<file path="config.mk">
export PLATFORM = sky130hd
export DESIGN_NAME = sbin_to_bcd_seq
export DESIGN_NICKNAME = d
export VERILOG_FILES = /design/src/rtl/sbin_to_bcd_seq.sv
export SDC_FILE = /design/constraint.sdc
export NUM_CORES = 1
export LEC_CHECK = 0
export BUFFER_PORTS_ARGS = -buffer_cell sky130_fd_sc_hd__buf_2
export CAP_MARGIN = 30
export CORE_MARGIN = 1
export CORE_UTILIZATION = 30
export CTS_CLUSTER_DIAMETER = 30
export DETAILED_ROUTE_END_ITERATION = 6
export PLACE_DENSITY = 0.5
export SLEW_MARGIN = 20
export SYNTH_ARGS = -nofsm -noshare
export SYNTH_HDL_FRONTEND = slang
export SYNTH_SLANG_ARGS = --single-unit
export TNS_END_PERCENT = 20
</file>
<file path="constraint.sdc">
create_clock -name clk -period 1.7 [get_ports clk]
set_input_delay 0.085 -clock clk [delete_from_list [all_inputs] [get_ports clk]]
set_output_delay 0.085 -clock clk [all_outputs]
set_load 0.05 [all_outputs]
</file>
<file path="src/rtl/sbin_to_bcd_seq.sv">
// Sequential binary-to-BCD converter (double dabble, one step per clock).
// Optional saturation on overflow: define SBIN_TO_BCD_SAT_EN.
module sbin_to_bcd_seq #(
  parameter int WIDTH  = 6,
  parameter int DIGITS = 2,
  parameter int SIGNED = 1
) (
  input  logic                  clk,
  input  logic                  rst,
  input  logic                  start,
  input  logic [WIDTH-1:0]      binary,
  output logic                  busy,
  output logic                  done,
  output logic                  sign,
  output logic [4*DIGITS-1:0]   bcd,
  output logic                  ovf
);

  localparam int BW = 4 * DIGITS;
  localparam int CW = $clog2(WIDTH + 1);

  typedef enum logic {IDLE, CONV} state_t;

  state_t           state;
  logic [WIDTH-1:0] mag;
  logic [BW-1:0]    dig;
  logic [BW-1:0]    adj;
  logic [BW-1:0]    next_dig;
  logic [CW-1:0]    cnt;
  logic             neg;
  logic             capture_neg;

  assign capture_neg = (SIGNED != 0) && binary[WIDTH-1];

`ifdef SBIN_TO_BCD_SAT_EN
  logic sticky;
  logic carry_out;

  // A 1 leaving the top digit means the value needs more than DIGITS digits.
  assign carry_out = adj[BW-1];
`else
  assign ovf = 1'b0;
`endif

  // NOTE: every variable written here gets a default first, so no latch is inferred.
  always_comb begin
    adj = dig;
    for (int i = 0; i < DIGITS; i++) begin
      if (dig[4*i +: 4] > 4'd4) adj[4*i +: 4] = dig[4*i +: 4] + 4'd3;
    end
    next_dig = (adj << 1) | {{(BW-1){1'b0}}, mag[WIDTH-1]};
  end

  // NOTE: sequential state uses non-blocking assignments only, so every register
  // sees the pre-edge values of the others.
  always_ff @(posedge clk or posedge rst) begin
    if (rst) begin
      state <= IDLE;
      mag   <= '0;
      dig   <= '0;
      cnt   <= '0;
      neg   <= 1'b0;
      busy  <= 1'b0;
      done  <= 1'b0;
      sign  <= 1'b0;
      bcd   <= '0;
`ifdef SBIN_TO_BCD_SAT_EN
      sticky <= 1'b0;
      ovf    <= 1'b0;
`endif
    end else begin
      done <= 1'b0;
      case (state)
        IDLE: begin
          if (start) begin
            // Unsigned WIDTH-bit negation, so the most negative input still fits.
            mag   <= capture_neg ? -binary : binary;
            neg   <= capture_neg;
            dig   <= '0;
            cnt   <= CW'(WIDTH);
            busy  <= 1'b1;
            state <= CONV;
`ifdef SBIN_TO_BCD_SAT_EN
            sticky <= 1'b0;
`endif
          end
        end
        CONV: begin
          dig <= next_dig;
          mag <= mag << 1;
          cnt <= cnt - 1'b1;
`ifdef SBIN_TO_BCD_SAT_EN
          sticky <= sticky | carry_out;
`endif
          if (cnt == CW'(1)) begin
            state <= IDLE;
            busy  <= 1'b0;
            done  <= 1'b1;
            sign  <= neg;
`ifdef SBIN_TO_BCD_SAT_EN
            if (sticky | carry_out) begin
              ovf <= 1'b1;
              bcd <= {DIGITS{4'h9}};
            end else begin
              ovf <= 1'b0;
              bcd <= next_dig;
            end
`else
            bcd <= next_dig;
`endif
          end
        end
        default: state <= IDLE;
      endcase
    end
  end

endmodule

</file>
* Yosys cells after proc, flatten, opt, wreduce, memory -nomap -nowiden
Index checks and enable logic that the tools add are counted.
** Word-level totals
- Register bits after elaboration :: 30
- Bits of input ports :: 9
- Output and inout bits :: 12
- Word-level logic and storage cells :: 40
** Cells by class
- Add/subtract/negate cells :: 4
- Magnitude comparators :: 2
- Equal/unequal tests :: 3
- Muxes and demuxes :: 17
- Bitwise gates (word level) :: 2
- Reduce and logical (&&, ||, !) cells :: 3
** Operator list (number)
- case mux 8 bit (2 select lines) :: 1
- 2-to-1 mux 6 bit :: 2
- case mux 6 bit (2 select lines) :: 1
- > comparator 4 x 3 -> 1 bit, second input constant :: 2
- 2-to-1 mux 8 bit :: 1
- OR 8 x 1 -> 8 bit :: 1
- 2-to-1 mux 1 bit :: 6
- 2-to-1 mux 3 bit :: 2
- negation 6 bit :: 1
- case mux 3 bit (2 select lines) :: 1
- AND reduction 2 bit :: 3
- adder 4 x 2 -> 4 bit, second input constant :: 1
- 2-to-1 mux 4 bit :: 1
- case mux 1 bit (2 select lines) :: 2
- adder 3 x 2 -> 3 bit, second input constant :: 1
- == test 3 x 1 -> 1 bit, second input constant :: 1
- subtractor 3 x 1 -> 3 bit, second input constant :: 1
- != test 2 x 1 -> 1 bit, second input constant :: 1
- != test 2 bit, second input constant :: 1
- inverter 1 bit :: 1

* Depth between registers and ports, before layout
- Depth after elaboration :: 4
- Mapped depth :: 8
- Gate-level depth less buffers :: 7

* Worst setup path after synthesis
OpenSTA, ideal clock, no wires.
- Kind :: register to register
- Start point :: register cnt[1]
- End point :: register bcd[1]
- Library setup time :: 0.125 ns
- Arrival time :: 1.354 ns
- Slack :: 0.221 ns
- Cell stages (with the launch flop) :: 8
- Period minus slack after synthesis :: 1.479 ns
- Cells stage by stage :: dfrtp_1 > inv_1 > ha_1 > nand2_1 > or2_1 > clkbuf_2 > inv_4 > mux2_2
** On the way
- Longest elaborated chain between the ends :: 2
** Ends and longest elaborated chain
- start, declared :: line 29 : logic [CW-1:0] cnt;
- start signal, assigned :: line 80 : cnt <= CW'(WIDTH);
- start signal, assigned :: line 91 : cnt <= cnt - 1'b1;
- == test 3 x 1 -> 1 bit :: line 95 : if (cnt == CW'(1)) begin
- AND reduction 2 bit (no source line)
- end signal, assigned :: line 109 : bcd <= next_dig;
- end, declared :: line 15 : output logic [4*DIGITS-1:0] bcd,
No other way between the ends.
A chain may end at the register's enable or synchronous reset.

* Worst setup path in the final report
- Start point :: register dig[0]
- End point :: register bcd[2]
** On the way
- Longest elaborated chain between the ends :: 3
- Elaborated cells between the ends (all ways) :: 4
- Classes of those cells :: 1 x add/sub; 1 x order compare; 1 x mux; 1 x bitwise
** Ends and longest elaborated chain
- start, declared :: line 26 : logic [BW-1:0] dig;
- start signal, assigned :: line 89 : dig <= next_dig;
- adder 4 x 2 -> 4 bit or > comparator 4 x 3 -> 1 bit (tied branches) :: line 49 : if (dig[4*i +: 4] > 4'd4) adj[4*i +: 4] = dig[4*i +: 4] + 4'd3;
- 2-to-1 mux 4 bit (*) :: line 49
- OR 8 x 1 -> 8 bit (*) :: line 51 : next_dig = (adj << 1) | {{(BW-1){1'b0}}, mag[WIDTH-1]};
Every way passes the cells marked *; elsewhere a longest branch is shown, timed or not.

==> metrics.cfg <==
[route]
drtIter0Drc = 57
routed_via_density = 4.51
via_count = 1070
routed_wl_um = 2760
routedWlPerCell_um = 11.7
drtAntennaViolNets = 0
drc_errors = 0
first_pass_iters = 4

[yosys]
yosysSeqAreaShare_pct = 49.6
yosysWarningCount = 0
synth_edf_count = 0
synth-seq-cells = 30
syn-instance-count = 144
avgSynthCellArea_um2 = 10.5
synth_area_um2 = 1510
ys.flop_type = dfrtp_1
syn-num-nets = 160
yosysTopAreaCell = dfrtp_1
synth_cell_types = 33
yosys-top-cells-area = dfrtp_1 50%, mux2_2 6.7%, ha_1 5.8%, o21ai_0 3.6%, mux2i_1 3.3%
async_flop_share_pct = 100
synth_top_area_share_pct = 49.6

[timing]
timing.setup.tns_ps = 0
slew_violations = 0
finalSetupViolations = 0
rsz0062_at_grt = no
setup_slack_ps = 165
skew_ps = 4.34
hold_violations = 0
period_share_pct = 90.3
clock.fmax_mhz = 652
period_needed_ps = 1530

[worst_setup_path]
cp-end-kind = flop
cp_common_cell = inv_1
path_buf_inv = 2
crit_path_max_incr_delay_ps = 400
cp-startpoint = dig[0]$_DFFE_PP0P_
cp_cell_sequence = inv_1, ha_1, inv_1, a21oi_1, mux2i_1, mux2_2
path_delay_family = multiplexers
worstPathRequired_ps = 1860
startpoint_type = flop
slowest_stage = dfrtp_1
crit-reg2reg-launch = dig[0]$_DFFE_PP0P_
crit_type = flop to flop
critical_path_arrival_ps = 1690
path_max_fanout = 3

[clock_network]
htree_levels = 2
clockBufferDepth = 2
numCtsBuffers = 5
cts_root_buffer = clkbuf_8
clock_latency_ps = 270
cts_resized = 0
cts_setup_buffers = 0
cts_sinks = 30
clkTransAtPathRegs_ps = 60
cts_tree = yes
hold_buffers = 1

[floorplanning]
die_h_um = 73.0
pin_count = 21
fp.dieW_um = 73.0
std_cell_rows = 25
die-area_um2 = 5330
core_um2 = 4790
start_util_pct = 31.6

[final_layout]
fillers = 489
layout-drive-gt1-share_pct = 24.1
final_cells = 237
syn2layout_area_growth_pct = 17.6
fin_nets = 185
diodes = 0

[global_routing]
antenna_found_initial = 0
grt_pass1_vias = 1042
grt-ovfl-total = 0
grt.total_usage_pct = 11.7
grt_pass1_wl_um = 4660
grt_max_degree = 31

[power]
finalPower_w = 0.00351
ir_drop_mv = 0.773
p_leak_nw = 0.872
power_density_nw_per_um2 = 1970

[worst_hold_path]
hold_path_startpoint = binary[0]
hold_path.class = input pin to flop

[place]
place_congestion = 0.784
portBuffers = 19
dp.cells = 228
dp_hpwl_um = 2010
dpl_worst_slack_ps = 182

[flow_run]
drv_cap = 0

[status]
status = finished clean

## placed cells by master (no fill, tap or decap), types with 3 or more instances in the layout
cell,Yosys,routed
dfrtp_1,30,30
ha_1,7,7
inv_1,13,13
nor3b_1,3,3
nor2b_1,3,3
clkbuf_8,1,6
o21ai_0,11,11
nor3_1,4,4
a21oi_1,5,5
buf_4,1,5
xnor2_1,4,4
a21o_1,4,4
nor2_1,9,9
nand2_1,10,10
buf_2,2,19
mux2i_1,5,5
nand2b_1,5,5
mux2_2,9,9
## state kept, by name, summed over array words and instances, names as in the netlist
name and cells:
bcd 8, dig 8, mag 6, cnt 3, busy 1, done 1
neg 1, sign 1, state 1
## worst reg2reg max path, stage by stage, from the launching register on
cell and delay [ps]:
dfrtp_1 400, inv_1 110, ha_1 190, inv_1 40
a21oi_1 260, mux2i_1 140, mux2_2 280
## per-layer routing
| metal | share of wire (%) | vias up | global-route usage, % |
|---|---|---|---|
| met5 | 0 | - | 0 |
| met4 | 1.9 | 0 | 5.88 |
| met3 | 3.9 | 7 | 3.73 |
| met2 | 48 | 15 | 19.2 |
| met1 | 46 | 513 | 13.7 |
| li1 | - | 535 | - |
## synth_stat cells (all sizes together), types with 3 or more instances
library cell,number
nor3b,3
nand2b,5
nor2,9
mux2,9
ha,7
a21o,4
o21ai,11
dfrtp,30
nand2,10
inv,14
clkbuf,3
nor3,4
buf,4
a21oi,5
mux2i,5
xnor2,4
nor2b,3
## worst paths after layout
check	cells past startpoint	slack [ps]	endpoint
max reg2reg	6	170	bcd[2]$_DFFE_PP0P_
min in group asynchronous	4	430	bcd[6]$_DFFE_PP0P_
max	6	170	bcd[2]$_DFFE_PP0P_
max in group asynchronous	4	990	bcd[2]$_DFFE_PP0P_
min reg2reg	2	460	sign$_DFFE_PP0P_
min	3	100	mag[0]$_DFFE_PP0P_
## power breakdown
part           internal (W)  switching (W)
clock              0.000326       0.000252
sequential          0.00104       0.000200
combinational      0.000671        0.00102
total               0.00204        0.00148
## stage by stage
stage | hold slack [ps] | util (%) | area [um2]
4_1_cts | 100 | 37.2 | 1780
6_report | 100 | 37.2 | 1780
2_1_floorplan | 176 | - | 1510
3_5_place_dp | 192 | 35.1 | 1680
5_1_grt | 150 | 37.2 | 1780
3_3_place_gp | 173 | 35.1 | 1680
## area by class of cell
cell class              count  area, um2  share of cell area (%)
flip-flops and latches     30        751                    42.2
clock buffers               7       86.3                    4.85
well taps                  67       83.8                    4.71
inverters                  14       55.1                    3.09
clock inverters             1       5.00                   0.281
repair buffers             25        143                    8.01
multi-input cells          93        657                    36.9
## cell families (layout without fill, tap and decap cells)
kind of cell	count (synthesis)	in the layout	share of synthesized area [%]
multiplexers	14	14	10.0
XOR/XNOR	4	4	2.31
AND/OR/NAND/NOR	38	38	12.7
adder cells (fa/ha/maj)	7	7	5.78
flip-flops	30	30	49.6
buffers and inverters	21	47	7.02
AO/OA/AOI/OAI	29	29	12.3
other	1	1	0.248
Power figures use the tool's default switching activity.
